**src/rtl/rom_loader.sv**
```systemverilog
// Byte-stream ROM writer: 4-byte big-endian length, payload, checksum byte.
// Keeps the core in reset (cpu_rst low) until a verified image is in place.
module rom_loader #(
  parameter int ROM_BYTES = 64
) (
  input  logic                          clk,
  input  logic                          rst,
  input  logic                          in_valid,
  input  logic [7:0]                    in_data,
  output logic                          in_ready,
  input  logic                          reload,
  output logic [0:ROM_BYTES-1][7:0]     rom,
  output logic                          cpu_rst,
  output logic                          done,
  output logic [1:0]                    err_code
);

  localparam int AW = (ROM_BYTES > 1) ? $clog2(ROM_BYTES) : 1;

  typedef enum logic [2:0] {LEN, DATA, SUM, DONE, ERR} state_t;

  state_t      state;
  logic [1:0]  len_cnt;
  logic [31:0] len;
  logic [31:0] cnt;
  logic [7:0]  sum;

  logic        xfer;
  logic [31:0] len_next;
  logic [7:0]  sum_next;

  assign xfer     = in_valid && in_ready;
  assign len_next = {len[23:0], in_data};
  assign sum_next = sum + in_data;

  // in_ready is registered: each branch sets it to whether the next state accepts bytes
  always_ff @(posedge clk) begin
    if (!rst) begin
      state    <= LEN;
      len_cnt  <= '0;
      len      <= '0;
      cnt      <= '0;
      sum      <= '0;
      rom      <= '0;
      in_ready <= 1'b0;
      cpu_rst  <= 1'b0;
      done     <= 1'b0;
      err_code <= 2'd0;
    end else begin
      case (state)
        LEN: begin
          in_ready <= 1'b1;
          if (xfer) begin
            len     <= len_next;
            len_cnt <= len_cnt + 2'd1;
            if (len_cnt == 2'd3) begin
              cnt <= '0;
              if (len_next > 32'(ROM_BYTES)) begin
                state    <= ERR;
                err_code <= 2'd1;
                in_ready <= 1'b0;
              end else if (len_next[1:0] != 2'b00) begin
                state    <= ERR;
                err_code <= 2'd2;
                in_ready <= 1'b0;
              end else if (len_next == 32'd0) begin
                state <= SUM;
              end else begin
                state <= DATA;
              end
            end
          end
        end

        DATA: begin
          in_ready <= 1'b1;
          if (xfer) begin
            rom[cnt[AW-1:0]] <= in_data;
            sum              <= sum_next;
            cnt              <= cnt + 32'd1;
            if (cnt == len - 32'd1)
              state <= SUM;
          end
        end

        SUM: begin
          in_ready <= 1'b1;
          if (xfer) begin
            in_ready <= 1'b0;
            if (sum_next == 8'd0) begin
              state   <= DONE;
              done    <= 1'b1;
              cpu_rst <= 1'b1;
            end else begin
              state    <= ERR;
              err_code <= 2'd3;
            end
          end
        end

        DONE, ERR: begin
          in_ready <= 1'b0;
          // rom deliberately kept: bytes above the next image's length survive
          if (reload) begin
            state    <= LEN;
            len_cnt  <= '0;
            len      <= '0;
            cnt      <= '0;
            sum      <= '0;
            done     <= 1'b0;
            cpu_rst  <= 1'b0;
            err_code <= 2'd0;
            in_ready <= 1'b1;
          end
        end

        default: begin
          state    <= LEN;
          in_ready <= 1'b0;
        end
      endcase
    end
  end

endmodule

```
**config.mk**
```make
export PLATFORM = sky130hd
export DESIGN_NAME = rom_loader
export DESIGN_NICKNAME = d
export VERILOG_FILES = /design/src/rtl/rom_loader.sv
export SDC_FILE = /design/constraint.sdc
export NUM_CORES = 1
export LEC_CHECK = 0
export ABC_AREA = 1
export CORE_MARGIN = 10
export CORE_UTILIZATION = 50
export CTS_CLUSTER_SIZE = 12
export DETAILED_ROUTE_END_ITERATION = 16
export DONT_BUFFER_PORTS = 1
export GPL_TIMING_DRIVEN = 0
export SLEW_MARGIN = 20
export SYNTH_ARGS = -nofsm -noshare
export SYNTH_HDL_FRONTEND = slang
export SYNTH_SLANG_ARGS = --single-unit
```
**constraint.sdc**
```tcl
create_clock -name clk -period 3 [get_ports clk]
set_input_delay 0.45 -clock clk [delete_from_list [all_inputs] [get_ports clk]]
set_output_delay 0.45 -clock clk [all_outputs]
set_load 0.01 [all_outputs]
```
# Word-level counts from Yosys, hierarchy flattened
# Index checks and enable logic that the tools add are counted.
[classes] eq_ne=15 n_reduce_logical=19 muxes=45 n_bitwise=1 n_addsub=4 order_cmp=3
[ops] op="512-bit bitwise mux" count=1
[ops] op="32-bit two-way mux" count=5
[ops] op="32-bit case mux with 3 select lines" count=1
[ops] op="32-bit case mux with 2 select lines" count=1
[ops] op="8-bit demux with 6-bit select" count=1
[ops] op="32-bit by 1-bit adder with 32-bit output (second input constant)" count=1
[ops] op="32-bit equality test" count=1
[ops] op="32-bit by 7-bit greater-than comparator with 1-bit output (second input constant)" count=1
[ops] op="32-bit logical NOT" count=1
[ops] op="32-bit by 1-bit subtractor with 32-bit output (second input constant)" count=1
[ops] op="3-bit two-way mux" count=9
[ops] op="8-bit two-way mux" count=3
[ops] op="2-bit two-way mux" count=9
[ops] op="2-bit inequality test (second input constant)" count=8
[ops] op="8-bit case mux with 2 select lines" count=1
[ops] op="3-bit case mux with 4 select lines" count=1
[ops] op="1-bit two-way mux" count=9
[ops] op="8-bit adder" count=1
[ops] op="8-bit logical NOT" count=1
[ops] op="2-bit nonzero test" count=4
[ops] op="7-bit >= comparator (second input constant)" count=1
[ops] op="7-bit by 1-bit less-than comparator with 1-bit output (second input constant)" count=1
[ops] op="6-bit NOT with 7-bit output" count=1
[ops] op="7-bit AND reduction" count=1
[ops] op="19 further kinds" count=23
[totals] register_bits=593 output_inout_bits=517 wordCells=159

# Logic depth before layout (Yosys ltp)
# Gate-level depths: netlist of run 1.
[depth] ltp_word=7 ltp_mapped=21

# Worst setup path after synthesis of run 1
# OpenSTA, ideal clock, no wires.
[synth_path] path_kind="input to register" from="in in_data[0]" to="reg err_code[0]" setup_slack_ns=0.761 t_arrival_ns=2.123 path_buffers=0 stages=15 setup_time_ns=0.116 required_time_ns=2.884 path_cell_list="ha_1 -> fa_1 -> nand3_1 -> nand2_1 -> a21o_1 -> a21oi_1 -> nand2_1 -> nand2_1 -> nand2_1 -> nor2_1 -> nand2_1 -> nand2_1 -> inv_1 -> nor2_1 -> nor2_1"
[synth_between] elab_chain_cells=5 word_cells_on_any_way=11
[synth_rtl] item="start: declaration" line_no="9" rtl="input logic [7:0] in_data,"
[synth_rtl] item="32-bit by 7-bit greater-than comparator with 1-bit output" line_no="58" rtl="if (len_next > 32'(ROM_BYTES)) begin"
[synth_rtl] item="2-bit two-way mux" line_no="58"
[synth_rtl] item="2-bit two-way mux" line_no="56" rtl="if (len_cnt == 2'd3) begin"
[synth_rtl] item="2-bit two-way mux" line_no="53" rtl="if (xfer) begin"
[synth_rtl] item="2-bit case mux with 3 select lines" line_no="50" rtl="case (state)"
[synth_rtl] item="end signal: assignment" line_no="48" rtl="err_code <= 2'd0;"
[synth_rtl] item="end signal: assignment" line_no="60" rtl="err_code <= 2'd1;"
[synth_rtl] item="end signal: assignment" line_no="64" rtl="err_code <= 2'd2;"
[synth_rtl] item="end: declaration" line_no="15" rtl="output logic [1:0] err_code"
# Several ways; a longest one is shown, not always the timed one. The select of a mux whose other input is x is not followed.
# A chain may end at the register's enable or synchronous reset.

# Final worst setup path of run 1
[layout_path] from="reg state[0]" to="reg rom[478] (netlist bit)"
[layout_between] elab_chain_cells=2
[layout_rtl] item="start: declaration" line_no="22" rtl="state_t state;"
[layout_rtl] item="start signal: assignment" line_no="39" rtl="state <= LEN;"
[layout_rtl] item="start signal: assignment" line_no="59" rtl="state <= ERR;"
[layout_rtl] item="start signal: assignment" line_no="63" rtl="state <= ERR;"
[layout_rtl] item="3-bit by 1-bit equality test with 1-bit output" line_no="50"
[layout_rtl] item="2-bit AND reduction (no source line)"
[layout_rtl] item="end signal: indexed assignment" line_no="78" rtl="rom[cnt[AW-1:0]] <= in_data;"
[layout_rtl] item="end: declaration" line_no="12" rtl="output logic [0:ROM_BYTES-1][7:0] rom,"
# No other way between the ends.

==> qor.csv, run 1 <==
stage,metric,value,unit
synthesis,synth_area_leaders,"dfxtp_1, a21oi_1, o21ai_0, inv_1, nand2_1",
cells_and_area,drive_above_1_share,5.22,%
timing,maxSlewViolCount,0,
timing,fmax,366,MHz
timing,relSlewSlack,32.9,%
detailed_routing,via_per_inst,5.52,
worst_setup_path,end_kind,register,
cts,cts_buffers,59,
detailed_routing,vias,21300,
global_route,antenna_found_initial,2,
synthesis,ys_top_cells_by_count,"dfxtp_1, inv_1, a21oi_1",
detailed_routing,wl_per_cell,23.0,µm
cells_and_area,stdcell_count,3864,
cts,cts-root-buf,clkbuf_16,
power,total_power,17.2,mW
place,numPortBuffers,0,
power,powerDensity,652,nW/µm²
cells_and_area,area_delta_synth_final,11.3,%
power,switching_power,4.66,mW
worst_setup_path,cp-start-kind,register,
detailed_routing,drcViolationCount,0,
synthesis,yosysSeqAreaShare,50.1,%
global_route,grt_overflow,0,
power,p_leak,9.40,nW
place,dpl.cell_count,3760,
power,pwr-share-seq,46.9,%
worst_setup_path,crit_required,3.49,ns
cts,numClockSinks,593,
cts,cts_tree,built,
synthesis,yosysWarnings,0,
die,die_area,56500,µm²
run_status,status,"finished, final reports clean",
place,hpwl,66.5,mm
min_path,hold_path_class,in2reg,
cts,clock_latency,0.62,ns
cts,cts_hold_buf,0,
worst_setup_path,critPathMaxFanout,10,
worst_setup_path,worstSetupPathType,reg2reg,
timing,rsz0062_at_grt,false,
timing,fin_crit_sh,91.1,%
synthesis,syn_avg_cell_area,7.51,µm²
synthesis,syn-num-nets,3176,
cts,cts_max_path_buffers,3,
detailed_routing,first_pass_iters,5,
die,rows,79,
synthesis,synth_enable_flop_cells,0,
power,p_int,12.5,mW
power,swShare,27.1,%
synthesis,synth_most_common_cell,dfxtp_1,
timing,fin_setup_tns,0,ns
global_route,grt_pass1_vias,19100,
worst_setup_path,cp_data_arrival_time,3.22,ns
synthesis,ys_ff_latch,593,
detailed_routing,drtAntennaViolNets,0,
detailed_routing,finalWirelength,88.8,mm
global_route,grt_max_degree,15,
detailed_routing,drt_iter0_drc,1736,
power,combPwrFrac,12.4,%
die,die_x,238,µm
power,ir_drop,0.474,mV
die,ios,529,
synthesis,yosys.area.top_type,dfxtp_1,
die,start_util,50.7,%
timing,finalSetupViolations,0,
cells_and_area,utilization,56.5,%
synthesis,netlist_area,23700,µm²
synthesis,ys.flop_type,dfxtp_1,
timing,finalHoldViolations,0,
power,power.share.clock,40.8,%
cells_and_area,finalNetCount,3246,
global_route,grt_pass1_wl,128,mm
job,drv_cap,0,
cts,clk_pin_slew,0.06,ns
timing,tightest_slew,0.999,ns
die,core-area,46700,µm²
timing,period_needed,2.73,ns
synthesis,netlist_instances,3153,
synthesis,synth.distinct_cells,43,
die,fp.dieH,238,µm
place,place_congestion,0.939,
cts,htree_levels,2,
synthesis,synth.top_cell.area_share,50.1,%
synthesis,synthArstFlopShare,0,%
global_route,grtUsageTotal,29.7,%
timing,fin_skew,0.0149,ns
-- cell families after synthesis --
kind of cell / count (synthesis) / share of synthesized area (%)
AO/OA/AOI/OAI: 1129 / 24.2
XOR/XNOR: 29 / 1.13
adder cells (fa/ha/maj): 11 / 0.613
buffers and inverters: 788 / 12.7
flip-flops: 593 / 50.1
AND/OR/NAND/NOR: 603 / 11.2
-- power groups by stage --
stage / registers, mW / clock network (mW) / logic, mW
6_report: 8.06 / 7.00 / 2.12
5_1_grt: 8.06 / 7.35 / 2.39
4_1_cts: 8.06 / 7.07 / 2.08
3_5_place_dp: 8.23 / 0 / 2.06
3_3_place_gp: 8.23 / 0 / 2.05
2_1_floorplan: 8.18 / 0 / 1.51
-- metal layers --
metal	GRT usage (%)	part of all wire [%]	vias to the layer above
met1	34.5	39	10100
met2	51.5	49	728
li1	-	-	10300
met5	0	0	-
met4	10.9	3.7	0
met3	7.87	7.9	162
-- cells in the final DEF, fill, tap and decap left out, drive strengths merged, types with 3 or more instances in the layout --
cell type	instances
dfxtp	593
inv	584
a21oi	568
o21ai	529
nand2	309
clkbuf	248
nor2	178
nand3	48
buf	43
nand4	23
nor3	23
a211oi	20
xor2	18
clkinv	13
xnor2	10
ha	10
nand3b	9
o21a	7
nor4	6
or2	3
nor3b	3
-- registers in the layout, summed over array words and instances (netlist names), 2 cells and up --
signal,flops
cnt,32
len,32
sum,8
err_code,2
rom,512
len_cnt,2
state,3
-- what timing repair did --
action / 4_1_cts / 5_1_grt
pin swaps: 0 / 1
endpoints found under the setup margin: 139 / 56
buffers inserted: 7 / 2
gates resized for setup: 4 / 3
gates cloned: 0 / 0
-- layout make-up --
type	instances	area [µm²]
well taps	607	759
flip-flops and latches	593	11900
repair buffers	9	92.6
plain buffers	194	788
fillers	4547	20300
clock buffers	88	1720
inverters	594	2230
clock inverters	5	53.8
diodes	2	5.00
multi-input cells	1772	8830
-- worst paths after layout --
kind / startpoint / endpoint / slack (ns) / depth (start not counted)
max: state[0] / rom[478] / 0.27 / 11
min: in_data[3] / rom[379] / 0.20 / 2
max reg2reg: state[0] / rom[478] / 0.27 / 11
min reg2reg: sum[5] / sum[5] / 0.47 / 2
-- critical path, cell delays in order (launching register included) --
cell and delay [ns]:
dfxtp_1 0.30, buf_2 0.17, nand2_1 0.09, nor2_1 0.27, inv_2 0.11, nor2_2 0.11, nand2_1 0.16, nor2_4 0.50
nand2_1 0.28, clkbuf_1 0.31, o21ai_0 0.23, a21oi_1 0.06
-- stage by stage --
stage | hold WS (ns) | instance area, µm² | worst slack, ns
3_3_place_gp | 0.453 | 24400 | -0.434
4_1_cts | 0.158 | 26300 | 0.00890
5_1_grt | 0.193 | 26400 | 0.00113
3_5_place_dp | 0.461 | 24400 | -0.510
2_1_floorplan | 0.445 | 23700 | 0.761
6_report | 0.197 | 26400 | 0.266
No activity file was read; power rests on OpenSTA's default activity.
==> inputs of run 2 (changes only) <==
HOLD_SLACK_MARGIN = 0.12   (was unset)
SLEW_MARGIN = unset   (was 20)
==> run 2 against run 1 <==
  * Worst hold slack got worse by 0.025 ns
  * Setup slack got worse by 0.065 ns
  * Power rose by 0.74%
  * Cell area rose by 0.11%
  * Largest cell class unchanged
  * Largest power group unchanged
==> qor.csv, run 2 (synthesis results as in run 1) <==
stage,metric,value,unit,change
run_status,status,"finished, final reports clean",,unchanged
timing,timing.final.ws_setup,0.202,ns,was 0.266 ns
timing,fin_setup_tns,0,ns,unchanged
die,core-area,46700,µm²,unchanged
die,die_area,56500,µm²,unchanged
power,ir_drop,0.460,mV,was 0.474 mV
global_route,grt_pass1_vias,19000,,was 19100
global_route,antenna_found_initial,1,,was 2
power,powerDensity,656,nW/µm²,was 652 nW/µm²
detailed_routing,finalWirelength,88.6,mm,was 88.8 mm
power,combPwrFrac,12.2,%,was 12.4%
global_route,grt_max_degree,15,,unchanged
place,place_congestion,0.939,,unchanged
cells_and_area,regMostFlops,rom,,unchanged
worst_setup_path,critPathMaxFanout,10,,unchanged
global_route,grt_util_met2,51.8,%,was 51.5%
cells_and_area,area_delta_synth_final,11.4,%,was 11.3%
cells_and_area,final_cell_mix,"dfxtp_1, inv_1, a21oi_1",,unchanged
timing,maxSlewViolCount,0,,unchanged
timing,rsz0062_at_grt,false,,unchanged
power,pwr-share-seq,46.6,%,was 46.9%
cells_and_area,final_common_cell,dfxtp_1,,unchanged
cts,cts_buffers,59,,unchanged
cells_and_area,reg_top3,"rom (512), cnt (32), len (32)",,unchanged
worst_setup_path,r2r_cells,12,,was 11
timing,fin_skew,0.0119,ns,was 0.0149 ns
cts,cts_hold_buf,0,,unchanged
timing,hold_ws,0.172,ns,was 0.197 ns
detailed_routing,first_pass_iters,5,,unchanged
power,p_leak,9.41,nW,was 9.40 nW
worst_setup_path,cp-start-kind,register,,unchanged
power,switching_power,4.66,mW,about the same
timing,finalHoldViolations,0,,unchanged
detailed_routing,wl_per_cell,23.0,µm,about the same
worst_setup_path,crit_required,3.49,ns,about the same
global_route,use_met3,7.44,%,was 7.87%
cells_and_area,drive_above_1_share,5.26,%,was 5.22%
timing,tightest_slew,1.22,ns,was 0.999 ns
global_route,grt_overflow,0,,unchanged
die,start_util,50.7,%,unchanged
timing,finalSetupViolations,0,,unchanged
min_path,whs_path_depth,3,,was 2
power,swShare,26.9,%,was 27.1%
timing,fin_crit_sh,93.3,%,was 91.1%
global_route,grt.met1_usage,34.6,%,was 34.5%
global_route,grt_pass1_wl,128,mm,about the same
global_route,grtUsageTotal,29.6,%,was 29.7%
cts,numClockSinks,593,,unchanged
place,dp_slack,-0.489,ns,was -0.510 ns
cells_and_area,finalNetCount,3247,,was 3246
cts,clock_latency,0.62,ns,about the same
timing,relSlewSlack,17.8,%,was 32.9%
detailed_routing,drt_iter0_drc,1664,,was 1736
cells_and_area,largest_reg_flops,512,,unchanged
cts,cts_tree,built,,unchanged
cts,htree_levels,2,,unchanged
detailed_routing,via_per_inst,5.53,,was 5.52
worst_setup_path,reg2reg_setup_slack,0.20,ns,was 0.27 ns
cts,clk_pin_slew,0.06,ns,about the same
detailed_routing,vias,21400,,was 21300
power,p_int,12.7,mW,was 12.5 mW
min_path,hold_path_class,in2reg,,unchanged
die,rows,79,,unchanged
place,numPortBuffers,0,,unchanged
global_route,busiest_layer,met2,,unchanged
worst_setup_path,cp_data_arrival_time,3.29,ns,was 3.22 ns
die,die_x,238,µm,unchanged
cts,cts_max_path_buffers,3,,unchanged
power,power.share.clock,41.2,%,was 40.8%
cells_and_area,fillers,4539,,was 4547
detailed_routing,drcViolationCount,0,,unchanged
cts,cts-root-buf,clkbuf_16,,unchanged
timing,period_needed,2.80,ns,was 2.73 ns
worst_setup_path,worstSetupPathType,reg2reg,,unchanged
place,hpwl,66.6,mm,was 66.5 mm
die,fp.dieH,238,µm,unchanged
timing,fmax,357,MHz,was 366 MHz
worst_setup_path,end_kind,register,,unchanged
job,drv_cap,0,,unchanged
die,ios,529,,unchanged
detailed_routing,drtAntennaViolNets,0,,unchanged
run 2: power by group through the flow:
stage	Clock, mW	Sequential, mW	Combinational [mW]
2_1_floorplan	0	8.18	1.51
3_3_place_gp	0	8.23	2.05
3_5_place_dp	0	8.23	2.07
4_1_cts	7.19	8.06	2.08
5_1_grt	7.48	8.06	2.37
6_report	7.13	8.06	2.12
run 2: worst max-delay path: stages (launching register included):
cell,delay [ns]
dfxtp_1,0.30
buf_2,0.18
nand2_1,0.09
nor2_1,0.28
inv_2,0.10
nor2_2,0.12
buf_4,0.23
nand2_1,0.14
clkinvlp_4,0.35
nand2_1,0.26
clkbuf_1,0.32
o21ai_0,0.23
a21oi_1,0.06
run 2: repair_timing:
item                       CTS  global route
setup endpoints to repair  154            11
resized for setup            4             3
pin swaps                    0             2
buffers inserted             6             3
run 2: metrics by stage:
step / cell area, µm² / cells / utilization [%] / power, mW
after floorplan: 23700 / 3153 / - / 9.69
after global placement: 24400 / 3760 / 52.4 / 10.3
after detailed placement: 24400 / 3761 / 52.4 / 10.3
after CTS: 26300 / 3856 / 56.4 / 17.3
after global routing: 26400 / 3860 / 56.5 / 17.9
final: 26400 / 3860 / 56.5 / 17.3
run 2: metal layers:
| metal | part of all wire (%) | vias up |
|---|---|---|
| li1 | - | 10300 |
| met3 | 7.6 | 145 |
| met4 | 3.3 | 0 |
| met5 | 0 | - |
| met1 | 39 | 10200 |
| met2 | 50 | 740 |
run 2: final cells by class:
type | instances | area [µm²] | share of cell area [%]
inverters | 594 | 2230 | 8.47
diodes | 1 | 2.50 | 0.00949
clock buffers | 84 | 1730 | 6.57
plain buffers | 194 | 788 | 2.99
repair buffers | 10 | 100 | 0.379
clock inverters | 5 | 78.8 | 0.299
well taps | 607 | 759 | 2.88
flip-flops and latches | 593 | 11900 | 45.0
multi-input cells | 1772 | 8810 | 33.4
run 2: final timing paths:
| kind | from | endpoint |
|---|---|---|
| setup / recovery | state[0] | rom[421] |
| hold / removal | reload | done |
| setup reg to reg | state[0] | rom[421] |
| hold reg to reg | sum[5] | sum[5] |
